[src/rtl/hazard_unit.sv]
`default_nettype none
// +----------------------------------------------------------------------+
// | Module   : hazard_unit                                                |
// | Brief    : RF-stage forwarding, flag-forwarding and load-use stall.   |
// |            Optional HAZARD_STATS_EN adds stall/forward counters.     |
// | Revision : 1.0                                                      |
// +----------------------------------------------------------------------+
module hazard_unit #(
  parameter int unsigned REG_W    = 5,
  parameter int unsigned ZERO_REG = 31
) (
  input  logic             clk,
  input  logic             reset,
  input  logic             id_valid,
  input  logic [REG_W-1:0] id_rn,
  input  logic [REG_W-1:0] id_rm,
  input  logic [REG_W-1:0] id_rd,
  input  logic             id_uses_rn,
  input  logic             id_uses_rm,
  input  logic             id_reg_write,
  input  logic             id_load,
  input  logic             id_set_flag,
  input  logic             id_uses_flags,
  output logic [1:0]       fwd_a,
  output logic [1:0]       fwd_b,
  output logic             flag_sel,
  output logic             stall
`ifdef HAZARD_STATS_EN
  ,
  output logic [31:0]      stall_cnt,
  output logic [31:0]      fwd_cnt
`endif
);

  localparam logic [REG_W-1:0] c_zero     = REG_W'(ZERO_REG);
  localparam logic [1:0]       c_sel_rf   = 2'b00;
  localparam logic [1:0]       c_sel_ex   = 2'b01;
  localparam logic [1:0]       c_sel_mem  = 2'b10;

  logic             r_ex_valid, r_ex_reg_write, r_ex_load, r_ex_set_flag;
  logic [REG_W-1:0] r_ex_rd;
  logic             r_mem_valid, r_mem_reg_write, r_mem_load, r_mem_set_flag;
  logic [REG_W-1:0] r_mem_rd;

  logic             w_ex_wr_rn, w_ex_wr_rm, w_mem_wr_rn, w_mem_wr_rm;
  logic [1:0]       w_fwd_a, w_fwd_b;
  logic             w_stall, w_flag_sel;

  function automatic logic stage_writes(input logic v, input logic rw,
                                        input logic [REG_W-1:0] rd,
                                        input logic [REG_W-1:0] r);
    return v & rw & (rd == r) & (r != c_zero);
  endfunction

  always_comb begin
    w_ex_wr_rn  = stage_writes(r_ex_valid,  r_ex_reg_write,  r_ex_rd,  id_rn);
    w_ex_wr_rm  = stage_writes(r_ex_valid,  r_ex_reg_write,  r_ex_rd,  id_rm);
    w_mem_wr_rn = stage_writes(r_mem_valid, r_mem_reg_write, r_mem_rd, id_rn);
    w_mem_wr_rm = stage_writes(r_mem_valid, r_mem_reg_write, r_mem_rd, id_rm);

    // EX is checked first: it holds the youngest producer of the register.
    w_fwd_a = c_sel_rf;
    if (id_uses_rn && w_ex_wr_rn)       w_fwd_a = c_sel_ex;
    else if (id_uses_rn && w_mem_wr_rn) w_fwd_a = c_sel_mem;

    w_fwd_b = c_sel_rf;
    if (id_uses_rm && w_ex_wr_rm)       w_fwd_b = c_sel_ex;
    else if (id_uses_rm && w_mem_wr_rm) w_fwd_b = c_sel_mem;

    w_stall    = id_valid & r_ex_load &
                 ((id_uses_rn & w_ex_wr_rn) | (id_uses_rm & w_ex_wr_rm));
    w_flag_sel = id_valid & id_uses_flags & r_ex_valid & r_ex_set_flag;
  end

  assign fwd_a    = reset ? c_sel_rf : w_fwd_a;
  assign fwd_b    = reset ? c_sel_rf : w_fwd_b;
  assign stall    = reset ? 1'b0     : w_stall;
  assign flag_sel = reset ? 1'b0     : w_flag_sel;

  // Shadow pipeline; a stall leaves a bubble in EX while MEM keeps advancing.
  always_ff @(posedge clk) begin
    if (reset) begin
      r_ex_valid      <= 1'b0;
      r_ex_reg_write  <= 1'b0;
      r_ex_load       <= 1'b0;
      r_ex_set_flag   <= 1'b0;
      r_ex_rd         <= '0;
      r_mem_valid     <= 1'b0;
      r_mem_reg_write <= 1'b0;
      r_mem_load      <= 1'b0;
      r_mem_set_flag  <= 1'b0;
      r_mem_rd        <= '0;
    end else begin
      r_mem_valid     <= r_ex_valid;
      r_mem_reg_write <= r_ex_reg_write;
      r_mem_load      <= r_ex_load;
      r_mem_set_flag  <= r_ex_set_flag;
      r_mem_rd        <= r_ex_rd;
      if (w_stall) begin
        r_ex_valid <= 1'b0;
      end else begin
        r_ex_valid     <= id_valid;
        r_ex_reg_write <= id_reg_write;
        r_ex_load      <= id_load;
        r_ex_set_flag  <= id_set_flag;
        r_ex_rd        <= id_rd;
      end
    end
  end

`ifdef HAZARD_STATS_EN
  logic [31:0] r_stall_cnt, r_fwd_cnt;

  always_ff @(posedge clk) begin
    if (reset) begin
      r_stall_cnt <= '0;
      r_fwd_cnt   <= '0;
    end else begin
      if (w_stall && (r_stall_cnt != 32'hFFFF_FFFF))
        r_stall_cnt <= r_stall_cnt + 32'd1;
      if (id_valid && !w_stall && ((w_fwd_a != c_sel_rf) || (w_fwd_b != c_sel_rf)) &&
          (r_fwd_cnt != 32'hFFFF_FFFF))
        r_fwd_cnt <= r_fwd_cnt + 32'd1;
    end
  end

  assign stall_cnt = r_stall_cnt;
  assign fwd_cnt   = r_fwd_cnt;
`endif

endmodule
`default_nettype wire

[config.mk]
export PLATFORM = sky130hd
export DESIGN_NAME = hazard_unit
export DESIGN_NICKNAME = d
export VERILOG_FILES = /design/src/rtl/hazard_unit.sv
export SDC_FILE = /design/constraint.sdc
export NUM_CORES = 1
export LEC_CHECK = 0
export ABC_AREA = 1
export CORE_UTILIZATION = 45
export CTS_CLUSTER_DIAMETER = 100
export DETAILED_ROUTE_END_ITERATION = 8
export PLACE_DENSITY = 0.89
export SKIP_CTS_REPAIR_TIMING = 1
export SLEW_MARGIN = 0
export SYNTH_ARGS = -nofsm -noshare
export SYNTH_HDL_FRONTEND = slang
export SYNTH_SLANG_ARGS = --single-unit
[constraint.sdc]
create_clock -name clk -period 2.05 [get_ports clk]
set_clock_uncertainty 0.2 [all_clocks]
set_input_delay 0.41 -clock clk [delete_from_list [all_inputs] [get_ports clk]]
set_output_delay 0.41 -clock clk [all_outputs]
set_load 0.005 [all_outputs]
Word-level counts from Yosys, hierarchy flattened. Cells that the tools add are included.

$lt $le $gt $ge: 0. Mux-type cells: 8. $add $sub $neg: 0. Multiply operators: 0. Reduce and logical (&&, ||, !) cells: 5. Equal/unequal tests: 6. Bitwise gates (word level): 18. Div/mod/pow operators: 0. Shifts and indexed selects: 0.

Operator list (count): 5-bit == test (4); 1-bit AND (17); 2-bit 2-to-1 mux (6); 5-bit != test (second input constant) (2); 1-bit logical AND (4); 1-bit 2-to-1 mux (2); 2-bit OR reduction (1); 1-bit bitwise OR (1).

RAM bits: 0. Latch bits: 0. Bits in registers: 16. Input bits: 24. Logic and storage cells: 45. Memories: 0. ROM bits: 0. Output and inout port bits: 6.

Depth between registers and ports, before layout.
Depth after elaboration: 7. Gate-level depth with buffers: 10. Depth with buffers taken out: 10.

Worst setup path before layout. No wires, ideal clock.

Path type: input port to output port. Start: input port id_rn[4]. End: output port stall. Path buffers: 0. Setup slack: 337 ps. Required time: 1440 ps. Arrival: 1103 ps. Stages: 9. Path through: inv_1 > nand2_1 > nand2_1 > nand2_1 > nor2_1 > nand2_2 > nand2_4 > nand2_8 > nor2_2.

Word-level cells in the longest chain between the ends: 7. Elaborated cells on any way between the ends: 8. Classes of those cells: eq/ne (2); mux (1); bitwise (5).

Ends and longest elaborated chain: from (decl) (line 15) `input logic [REG_W-1:0] id_rn,`; 5-bit == test (line 52) `return v & rw & (rd == r) & (r != c_zero);`; 1-bit AND (line 52); 1-bit AND * (line 52); 1-bit AND * (line 71) `((id_uses_rn & w_ex_wr_rn) | (id_uses_rm & w_ex_wr_rm));`; 1-bit bitwise OR * (line 71); 1-bit AND * (line 70) `w_stall = id_valid & r_ex_load &`; 1-bit 2-to-1 mux * (line 77) `assign stall = reset ? 1'b0 : w_stall;`; to (decl) (line 27) `output logic stall`.

Mark *: on every way between the ends. The rest lies on a longest branch, timed or not.

Final worst setup path.
Start: register r_ex_reg_write. End: output port stall.

Word-level cells in the longest chain between the ends: 7. Elaborated cells on any way between the ends: 10. Classes of those cells: mux (1); bitwise (9).

Ends and longest elaborated chain: from (decl) (line 40) `logic r_ex_valid, r_ex_reg_write, r_ex_load, r_ex_set_flag;`; from (signal assigned) (line 103) `r_ex_reg_write <= id_reg_write;`; 1-bit AND * (line 52); 1-bit AND (2 in a row) (line 52); 1-bit AND (line 71); 1-bit bitwise OR * (line 71); 1-bit AND * (line 70); 1-bit 2-to-1 mux * (line 77).

Marked as above.

==> results.md <==
- Setup TNS: -70.8 ps
- Hpwl dp: 1990 um
- Worst setup SP type: register
- Initial antenna violation count: 0
- Grt total ovfl: 0
- Overall power after layout: 705 uW
- Die area: 0.00228 mm2
- Detailed-route wire length per cell: 12.1 um
- XOR/XNOR share of the synthesized area: 0.0837
- Initial cell density of the core: 0.480
- Routability Congestion: 0.922
- Min setup slack post-route: -70.8 ps
- Core area: 0.00196 mm2
- # DRC: 0
- Failing checks: negative setup slack
- Top-area cell type share of the netlist area: 0.340
- Post-synth EDFFs: 0
- Max-slew headroom: 0.863
- Hold violation count in the final report: 0
- Sequential share of the synthesized area: 0.340
- Area post-placement: 0.00141 mm2
- Distinct cell type count after synthesis: 24
- Synthesized area per cell: 6.78 um2
- Layout Cells excl Fill: 220
- Mapped cell area: 942 um2
- Post-Synth Adder-Cell Area: 0
- Main synth FF type: dfxtp_1
- Vias in the first global route: 923
- Syn Nets: 163
- Maxcap violations: 0
- TritonCTS clock tree: yes
- Total CTS buffers: 3
- Dominant cell type by area after synthesis: dfxtp_1
- Final net count: 218
- Setup CP Type: register to output port
- Combinational family with the most area after synthesis: simple AND/OR/NAND/NOR gates
- Layout cell share with drive strength beyond 1: 0.321
- Crit Reg-Reg Startpoint: r_ex_reg_write$_SDFFE_PP0N_
- Fin crit share: 1.03
- Vias post-DR: 1087
- Fmax: 0.472 GHz
- Worst-Margin Slew: 204 ps
- H-tree Lvls: 1
- Setup Viol. Count Final: 1
- Post-Synth Simple-Gate Area: 0.382
- Worst Hold Class: register to register
- Status: finished with violations
- Mux cell area share after synthesis: 0
- Worst EP arrival: 1510 ps
- Crit path capture type: output port
- Fin util: 0.777
- Ys async rst share: 0
- Met1 global-route usage: 0.261
- Iter 0 DRT Violations: 24
- Post-synth top cells: nand2_1, inv_1, nor2_1, dfxtp_1, nand3_1
- Worst path required time: 1440 ps
- Critical path fanouts, max: 2
- Worst-path clk slew: 90 ps
- RSZ-0062 raised after global routing: true
- Inst Count DP: 213
- Final min period: 2120 ps
- Number of port buffers: 29
- Min-delay src: r_ex_set_flag$_SDFFE_PP0N_
- Synthesis Warnings: 0
- Clock sink total: 16
- Gate Count Post-Synth: 139
- Die Wd: 47.8 um
- VDD IR-drop max: 0.434 mV
- Initial DRT Pass Iterations: 5
- Synth Area in Compound Gates: 0.0943
- GRT met3 Usage: 0.0302
- Io pins: 30
- Vias per cell: 4.94
- Root Buffer: clkbuf_4
- Finished Cell Area: 0.00153 mm2
- ANT cells: 0
- GR peak layer: met2
- FP Rows: 16
- Reg-to-reg slack, setup: 410 ps
- Largest net degree at the start of global routing: 16
- Most common cell in the synthesized netlist: nand2_1
- Pwr/cell area: 462 mW/mm2
- Max Slew Vio Count: 0
- Remaining antenna violation count: 0
- Overall routed net length: 2660 um
- Top post-synthesis cells by area: dfxtp_1, nand2_1, inv_1
- First-pass GRT wire length: 3620 um
- Worst-skew pair later-pin latency: 290 ps
- Die H: 47.8 um
- Total GRT Usage: 0.230
- Leakage: 0.000858 uW
- Origin of the worst setup path: r_ex_reg_write$_SDFFE_PP0N_
- Synth-to-layout area growth: 61.9%
- Met2 Resource Use GR: 0.405
- Worst-case clock buffer depth: 2
- FF+latch count, synth: 16
-- final timing paths --
check	end	depth (start not counted)
worst max-delay path	stall	10
worst min register to register	r_ex_set_flag$_SDFFE_PP0N_	2
worst min-delay path	r_ex_set_flag$_SDFFE_PP0N_	2
worst max register to register	r_ex_set_flag$_SDFFE_PP0N_	11
-- metrics by stage --
step	hold WS, ps	setup WS, ps
finish	303	-70.8
global route	339	-182
CTS	231	-719
detailed placement	218	-699
global placement	210	-683
floorplan	203	337
-- metal layers --
metal | vias to the layer above | part of all wire
met3 | 9 | 0.044
li1 | 554 | -
met5 | - | 0
met4 | 0 | 0.021
met2 | 45 | 0.51
met1 | 479 | 0.42
-- layout by cell type, fill, tap and decap left out, drive strengths merged, types with 5 or more instances in the layout --
| cell | n |
|---|---|
| nand2 | 37 |
| buf | 25 |
| inv | 22 |
| nor2 | 21 |
| dfxtp | 16 |
| dlymetal6s2s | 15 |
| nand3 | 10 |
| clkdlybuf4s50 | 10 |
| nand4 | 7 |
| xnor2 | 7 |
| clkbuf | 6 |
| a21oi | 5 |
-- power breakdown --
| group | leakage (uW) | switching (uW) | internal (uW) |
|---|---|---|---|
| sequential | 0.000135 | 13.8 | 326 |
| combinational | 0.000702 | 72.4 | 89.2 |
| clock | 0.0000210 | 95.9 | 108 |
| total | 0.000858 | 182 | 523 |
-- logic make-up (layout without fill, tap and decap cells) --
| group | Yosys count | count (layout) |
|---|---|---|
| DFF | 16 | 16 |
| buffers and inverters | 24 | 78 |
| and+or+nand+nor | 78 | 78 |
| AOI/OAI and AO/OA | 12 | 12 |
| xor gates and xnor gates | 9 | 9 |
-- flip-flops by register name (all words and copies together) (netlist names) --
| signal | flops |
|---|---|
| r_ex_set_flag | 1 |
| r_ex_load | 1 |
| r_ex_reg_write | 1 |
| r_ex_rd | 5 |
| r_ex_valid | 1 |
| r_mem_reg_write | 1 |
| r_mem_rd | 5 |
| r_mem_valid | 1 |
-- final cells by class --
type | count | area (um2)
Clock buffer | 4 | 36.3
Fill cell | 154 | 437
Inverter | 22 | 82.6
Multi-Input combinational cell | 99 | 554
Sequential cell | 16 | 334
Tap cell | 27 | 33.8
Timing Repair Buffer | 52 | 484
-- worst max-delay path, stage by stage (launching register included) --
cell	delay [ps]
dfxtp_2	340
nand2_2	70
nor2_1	100
nand3_1	90
nor2_2	110
nand2_2	70
buf_6	130
nand2_4	80
nand2_8	50
nor2_2	70
clkbuf_2	110
Note: power is estimated with default switching activity, not from simulation.
